**config.mk**
```make
export PLATFORM = sky130hd
export DESIGN_NAME = cpu_icache
export DESIGN_NICKNAME = d
export VERILOG_FILES = /design/src/rtl/cpu_icache_pkg.sv /design/src/rtl/cpu_icache_tags.sv /design/src/rtl/cpu_icache.sv
export SDC_FILE = /design/constraint.sdc
export NUM_CORES = 2
export LEC_CHECK = 0
export BUFFER_PORTS_ARGS = -buffer_cell sky130_fd_sc_hd__buf_2
export CORE_MARGIN = 2
export CORE_UTILIZATION = 45
export CTS_CLUSTER_DIAMETER = 40
export DETAILED_ROUTE_END_ITERATION = 12
export PLACE_DENSITY = 0.7
export SYNTH_ARGS = -nofsm -noshare
export SYNTH_HDL_FRONTEND = slang
export SYNTH_SLANG_ARGS = --single-unit
```
**constraint.sdc**
```tcl
create_clock -name clk -period 7.07 [get_ports clk]
set_input_delay 0.3535 -clock clk [delete_from_list [all_inputs] [get_ports clk]]
set_output_delay 0.3535 -clock clk [all_outputs]
set_load 0.02 [all_outputs]
```
**src/rtl/cpu_icache_pkg.sv**
```systemverilog
// Shared definitions for the direct-mapped instruction cache:
// FSM state encoding, default geometry and address field extraction.
package cpu_icache_pkg;

    typedef enum logic {
        ST_IDLE = 1'b0,
        ST_FILL = 1'b1
    } icache_state_t;

    localparam int DEF_INDEX_BITS  = 4;
    localparam int DEF_OFFSET_BITS = 2;

    // Word-within-line field, right-justified.
    function automatic logic [31:0] get_word(input logic [31:0] addr, input int offset_bits);
        return (addr >> 2) & ((32'd1 << offset_bits) - 32'd1);
    endfunction

    // Line index field, right-justified.
    function automatic logic [31:0] get_index(input logic [31:0] addr, input int offset_bits,
                                              input int index_bits);
        return (addr >> (2 + offset_bits)) & ((32'd1 << index_bits) - 32'd1);
    endfunction

    // Tag field: everything above the index, right-justified.
    function automatic logic [31:0] get_tag(input logic [31:0] addr, input int offset_bits,
                                            input int index_bits);
        return addr >> (2 + offset_bits + index_bits);
    endfunction

endpackage

```
**src/rtl/cpu_icache_tags.sv**
```systemverilog
// Valid/tag array: combinational lookup with hit compare, synchronous
// tag write and a single-cycle invalidate of every line.
module cpu_icache_tags
    import cpu_icache_pkg::*;
#(
    parameter int INDEX_BITS = DEF_INDEX_BITS,
    parameter int TAG_BITS   = 24
) (
    input  logic                  clk,
    input  logic                  rst,
    input  logic                  i_inv,
    input  logic [INDEX_BITS-1:0] i_rd_index,
    input  logic [TAG_BITS-1:0]   i_rd_tag,
    input  logic                  i_wr_en,
    input  logic [INDEX_BITS-1:0] i_wr_index,
    input  logic [TAG_BITS-1:0]   i_wr_tag,
    input  logic                  i_wr_valid,
    output logic                  o_hit
);

    localparam int LINES = 1 << INDEX_BITS;

    logic [LINES-1:0]    r_valid;
    logic [TAG_BITS-1:0] r_tag [LINES];

    // Valid bits: cleared by reset or invalidate; invalidate wins over a same-cycle write.
    always_ff @(posedge clk) begin
        if (rst) begin
            r_valid <= '0;
        end else if (i_inv) begin
            r_valid <= '0;
        end else if (i_wr_en) begin
            r_valid[i_wr_index] <= i_wr_valid;
        end
    end

    // Tag storage is never cleared; the valid bit guards stale contents.
    always_ff @(posedge clk) begin
        if (i_wr_en) begin
            r_tag[i_wr_index] <= i_wr_tag;
        end
    end

    assign o_hit = r_valid[i_rd_index] && (r_tag[i_rd_index] == i_rd_tag);

endmodule

```
**src/rtl/cpu_icache.sv**
```systemverilog
// Direct-mapped read-only instruction cache with whole-line refill over a
// request/acknowledge bus. Optional statistics counters are enabled by
// defining ICACHE_STATS_EN; otherwise hit_count/miss_count read 0.
module cpu_icache
    import cpu_icache_pkg::*;
#(
    parameter int INDEX_BITS  = DEF_INDEX_BITS,
    parameter int OFFSET_BITS = DEF_OFFSET_BITS
) (
    input  logic        clk,
    input  logic        rst,
    input  logic        ext_stall,
    input  logic        inv,
    input  logic [31:0] imem_addr,
    output logic [31:0] iin,
    output logic        icache_stall,
    output logic        mem_req,
    output logic [31:0] mem_addr,
    input  logic        mem_ack,
    input  logic [31:0] mem_data,
    output logic [31:0] hit_count,
    output logic [31:0] miss_count
);

    localparam int TAG_BITS  = 32 - 2 - OFFSET_BITS - INDEX_BITS;
    localparam int LINE_BITS = 30 - OFFSET_BITS;
    localparam int ENTRIES   = 1 << (INDEX_BITS + OFFSET_BITS);
    localparam logic [OFFSET_BITS-1:0] LAST_WORD = '1;

    icache_state_t r_state;
    icache_state_t w_state_nxt;

    logic [OFFSET_BITS-1:0] r_count;
    logic [LINE_BITS-1:0]   r_line;
    logic                   r_poison;
    logic                   r_mem_req;
    logic [31:0]            r_data [ENTRIES];

    logic [OFFSET_BITS-1:0] w_word;
    logic [INDEX_BITS-1:0]  w_index;
    logic [TAG_BITS-1:0]    w_tag;
    logic [INDEX_BITS-1:0]  w_fill_index;
    logic [TAG_BITS-1:0]    w_fill_tag;
    logic                   w_hit;
    logic                   w_fill_start;
    logic                   w_fill_done;
    logic                   w_stall;
    logic                   w_wr_valid;

    assign w_word  = OFFSET_BITS'(get_word(imem_addr, OFFSET_BITS));
    assign w_index = INDEX_BITS'(get_index(imem_addr, OFFSET_BITS, INDEX_BITS));
    assign w_tag   = TAG_BITS'(get_tag(imem_addr, OFFSET_BITS, INDEX_BITS));

    // r_line holds the miss address above the word offset: {tag, index}.
    assign w_fill_index = r_line[INDEX_BITS-1:0];
    assign w_fill_tag   = r_line[LINE_BITS-1:INDEX_BITS];

    // A line filled while an invalidate was pending (or arriving now) stays invalid.
    assign w_wr_valid = ~(r_poison | inv);

    cpu_icache_tags #(
        .INDEX_BITS(INDEX_BITS),
        .TAG_BITS  (TAG_BITS)
    ) u_tags (
        .clk       (clk),
        .rst       (rst),
        .i_inv     (inv),
        .i_rd_index(w_index),
        .i_rd_tag  (w_tag),
        .i_wr_en   (w_fill_done),
        .i_wr_index(w_fill_index),
        .i_wr_tag  (w_fill_tag),
        .i_wr_valid(w_wr_valid),
        .o_hit     (w_hit)
    );

    // FSM state register.
    always_ff @(posedge clk) begin
        if (rst) begin
            r_state <= ST_IDLE;
        end else begin
            r_state <= w_state_nxt;
        end
    end

    // Next state and stall: miss in IDLE starts a fill, last ack ends it.
    always_comb begin
        w_state_nxt  = r_state;
        w_fill_start = 1'b0;
        w_fill_done  = 1'b0;
        w_stall      = 1'b0;
        case (r_state)
            ST_IDLE: begin
                if (!w_hit) begin
                    w_stall      = 1'b1;
                    w_fill_start = 1'b1;
                    w_state_nxt  = ST_FILL;
                end
            end
            ST_FILL: begin
                w_stall = 1'b1;
                if (mem_ack && (r_count == LAST_WORD)) begin
                    w_fill_done = 1'b1;
                    w_state_nxt = ST_IDLE;
                end
            end
            default: begin
                w_state_nxt = ST_IDLE;
            end
        endcase
    end

    // Refill bookkeeping: request flag, word counter, line address and poison.
    always_ff @(posedge clk) begin
        if (rst) begin
            r_mem_req <= 1'b0;
            r_count   <= '0;
            r_poison  <= 1'b0;
            r_line    <= '0;
        end else if (w_fill_start) begin
            r_mem_req <= 1'b1;
            r_count   <= '0;
            r_poison  <= 1'b0;
            r_line    <= imem_addr[31:OFFSET_BITS+2];
        end else if (r_state == ST_FILL) begin
            if (inv) begin
                r_poison <= 1'b1;
            end
            if (mem_ack) begin
                r_count <= r_count + OFFSET_BITS'(1);
                if (w_fill_done) begin
                    r_mem_req <= 1'b0;
                end
            end
        end
    end

    // Data array write, one word per acknowledged bus beat.
    always_ff @(posedge clk) begin
        if ((r_state == ST_FILL) && mem_ack) begin
            r_data[{w_fill_index, r_count}] <= mem_data;
        end
    end

    assign iin          = r_data[{w_index, w_word}];
    assign icache_stall = w_stall;
    assign mem_req      = r_mem_req;
    assign mem_addr     = {r_line, r_count, 2'b00};

`ifdef ICACHE_STATS_EN
    logic [31:0] r_hit_count;
    logic [31:0] r_miss_count;

    // Hits counted only in unstalled IDLE cycles; misses once per fill start.
    always_ff @(posedge clk) begin
        if (rst) begin
            r_hit_count  <= '0;
            r_miss_count <= '0;
        end else begin
            if ((r_state == ST_IDLE) && w_hit && !ext_stall) begin
                r_hit_count <= r_hit_count + 32'd1;
            end
            if (w_fill_start) begin
                r_miss_count <= r_miss_count + 32'd1;
            end
        end
    end

    assign hit_count  = r_hit_count;
    assign miss_count = r_miss_count;
`else
    logic w_unused_ext_stall;
    assign w_unused_ext_stall = ext_stall;
    assign hit_count  = 32'd0;
    assign miss_count = 32'd0;
`endif

endmodule

```
==> impl_results.md <==
- Worst-Margin Slew: 1270 ps
- Std-Cell Rows: between 150 and 200
- Most frequent cells in the layout: edfxtp_1, mux4_2, clkbuf_16
- Crit path top cell by count: buf_4
- Largest net degree at the start of global routing: 109
- Antenna-violating nets left: 0
- EDFF count, synth: between 2k and 2.5k
- Vias per inst: about 6.1
- Synth Area per Inst: between 20 and 25 um2
- Residual DRC: 0
- Max Freq: 216 MHz
- # nets final: 4597
- Post-synth ARST share: 0%
- CTS root buffer: clkbuf_16
- Pwr Density: roughly 290 nW/um2
- Die Span Y: approximately 470 um
- TNS Setup: 0 ps
- Worst path cell trace: buf_8, buf_4, buf_4, mux4_2, nand2_1, and3_1, a31oi_1, buf_2
- Area occupied by multi-input gates: ~22000 um2
- Worst hold margin: 197 ps
- First-pass GRT wire length: 327 mm
- Final Non-Filler Cells: 7588
- Placed insts: 7052
- Detailed Route Iter0 Violations: roughly 5.7k
- Skew-Pair Late Insertion Delay: 930 ps
- Gpl congestion: ~0.77
- Wirelength per Cell: 30.1 um
- Hpwl dp: 118 mm
- Storage cell area: approximately 74000 um2
- Clock transition at path regs: 60 ps
- Final Core Density: 51.5%
- Final setup fails: 0
- Seq cells post-synth: ~2.5k
- Syn. warnings: 0
- Fin. Hold Viols: 0
- Endpoint class of the critical path: primary output
- Worst EP required: 6720 ps
- TritonRoute pass-1 iters: 5
- Initial Util: a little under half
- CORE AREA: 214000 um2
- Lkg Pwr: 34.2 nW
- P&R area growth vs syn: 14.1%
- Mapped Area: 96500 um2
- Worst min path class: in2reg
- Layout fillers: 16.2k
- Arr. time, crit path: 4280 ps
- Fin. max-slew vios: 0
- Outcome: complete, no violations
- Relative slew slack: 15.3%
- Routed via count: 46.2k
- TritonCTS clock tree: built
- RSZ-0062 raised after global routing: false
- Reg2Reg Setup Slack: 3130 ps
- Most common flop cell mapped by yosys: edfxtp_1
- Period utilization: between 60 and 70%
- Worst-path fanout max: 78
- Total die area: 218000 um2
- Worst VDD drop: about 0.26 mV
- Crit Path Category: in2out
- Cell count after synthesis: 4218
- Min Clock Period, post-route: 4630 ps
- Share of cells above drive strength 1: 31.2%
- Post-CTS Resized: 0
- Worst path max stage delay: 890 ps
- Crit path max-delay cell type: buf_4
- # port buffers: roughly 130
- Post-synth cell types: 67
- Hold buffers post-CTS: 26
- Die W: 467 um
- Initial antenna violation count: 20
- Ports: 199
- CTS max path bufs: 4
- Most common cell after layout, fill and taps aside: edfxtp_1
- Total clock sinks: 2481
- Number of buffers created by CTS: between 200 and 300
- Post-synthesis sequential area ratio: 76.7%
- Clk_skew: ~51 ps
- Htree depth: 5
- Overflow after GRT: 0
- Number of max-cap violations: 0
- Critical Path Start Type: input port
- Post-Route WL: 229 mm
- Post-CTS Setup Bufs: 0
- GR Util All Layers: 20.8%
- Vias in the first global route: 46.2k
## final timing paths
kind | from | end | cells after the start
worst max-delay path | imem_addr[4] | iin[6] | 8
worst min-delay path | mem_data[1] | r_data[43][1] | 1
worst max register to register | u_tags.r_tag[3][13] | r_line[27] | 8
worst min register to register | r_poison | u_tags.r_valid[15] | 1
## state kept, by name, indices dropped and copies added (netlist names)
name	count
r_data	2048
u_tags.r_tag	384
r_line	28
u_tags.r_valid	16
r_count	2
mem_req	1
r_poison	1
r_state	1
## metal layers
layer	part of all wire, %	GRT usage, %	wire length, um	vias to the layer above
li1	-	-	-	18500
met1	40	29.0	90300	24900
met2	49	33.6	112000	2367
met3	8.6	3.76	19600	403
met4	2.8	6.58	6520	4
met5	0.0092	0	21	-
## synthesized netlist by cell type (3+ instances only)
| library cell | number | area, um2 |
|---|---|---|
| edfxtp_1 | 2432 | 73000 |
| mux4_2 | 728 | 16400 |
| clkbuf_1 | 172 | 646 |
| nor2_1 | 114 | 428 |
| nand2_1 | 112 | 420 |
| buf_4 | 68 | 510 |
| mux2i_1 | 55 | 551 |
| dfxtp_1 | 49 | 981 |
| a21oi_1 | 45 | 225 |
| o21ai_0 | 40 | 200 |
| buf_1 | 38 | 143 |
| o211ai_1 | 31 | 233 |
| nand3b_1 | 27 | 203 |
| xnor2_1 | 24 | 210 |
| buf_2 | 23 | 115 |
| nor3b_1 | 23 | 173 |
| nor3_1 | 22 | 110 |
| and3_1 | 21 | 131 |
| mux4_1 | 19 | 499 |
| a31oi_1 | 16 | 100 |
| nand2b_1 | 15 | 93.8 |
| nand3_1 | 12 | 60.1 |
| nor4_1 | 12 | 75.1 |
| a22oi_1 | 9 | 67.6 |
| or3_1 | 9 | 56.3 |
| a221oi_1 | 7 | 61.3 |
| inv_1 | 7 | 26.3 |
| xor2_1 | 7 | 61.3 |
| a2111oi_0 | 6 | 52.6 |
| a211o_1 | 5 | 43.8 |
| buf_12 | 5 | 100 |
| nand4_1 | 5 | 31.3 |
| nor2b_1 | 5 | 31.3 |
| a211oi_1 | 4 | 30.0 |
| and2_1 | 4 | 25.0 |
| and4_1 | 4 | 35.0 |
| or2_2 | 4 | 25.0 |
| buf_6 | 3 | 33.8 |
## worst max-delay path, delay by kind of cell
family	cells	cell delay, ps
compound gates	1	510
buf+inv	4	2440
mux	1	380
simple gates	2	360
## stage by stage
stage	area [um2]	total power (W)	worst slack (ps)
2_1_floorplan	96800	0.0176	2170
3_5_place_dp	101000	0.0182	2330
5_1_grt	110000	0.0326	2310
4_1_cts	110000	0.0319	2560
6_report	110000	0.0317	2440
3_3_place_gp	101000	0.0181	2400
## cell families (layout without fill, tap and decap cells)
family | Yosys count | after routing | synth area share, %
mux | 802 | 802 | 18.1
compound gates | 181 | 181 | 1.21
other cells | 1 | 89 | 0.00388
xor+xnor | 31 | 31 | 0.281
simple gates | 403 | 403 | 2.10
buf+inv | 318 | 762 | 1.65
flops | 2481 | 2481 | 76.7
fa+ha+maj | 1 | 1 | 0.0130
## report_power, final
group	switching (W)	internal [W]	total (W)	leakage, nW
logic	0.000945	0.000598	0.00154	7.65
registers	0.0000861	0.0162	0.0163	22.3
clock network	0.00575	0.00811	0.0139	4.29
## cell type report
class | count | share of cell area (%)
Timing Repair Buffer | 267 | 1.71
Clock buffer | 346 | 6.91
Sequential cell | 2481 | 67.2
Tap cell | 2838 | 3.23
Inverter | 8 | 0.0375
Multi-Input combinational cell | 1484 | 19.8
Clock inverter | 141 | 1.08
Antenna cell | 23 | 0.0523
Power figures use the tool's default switching activity.
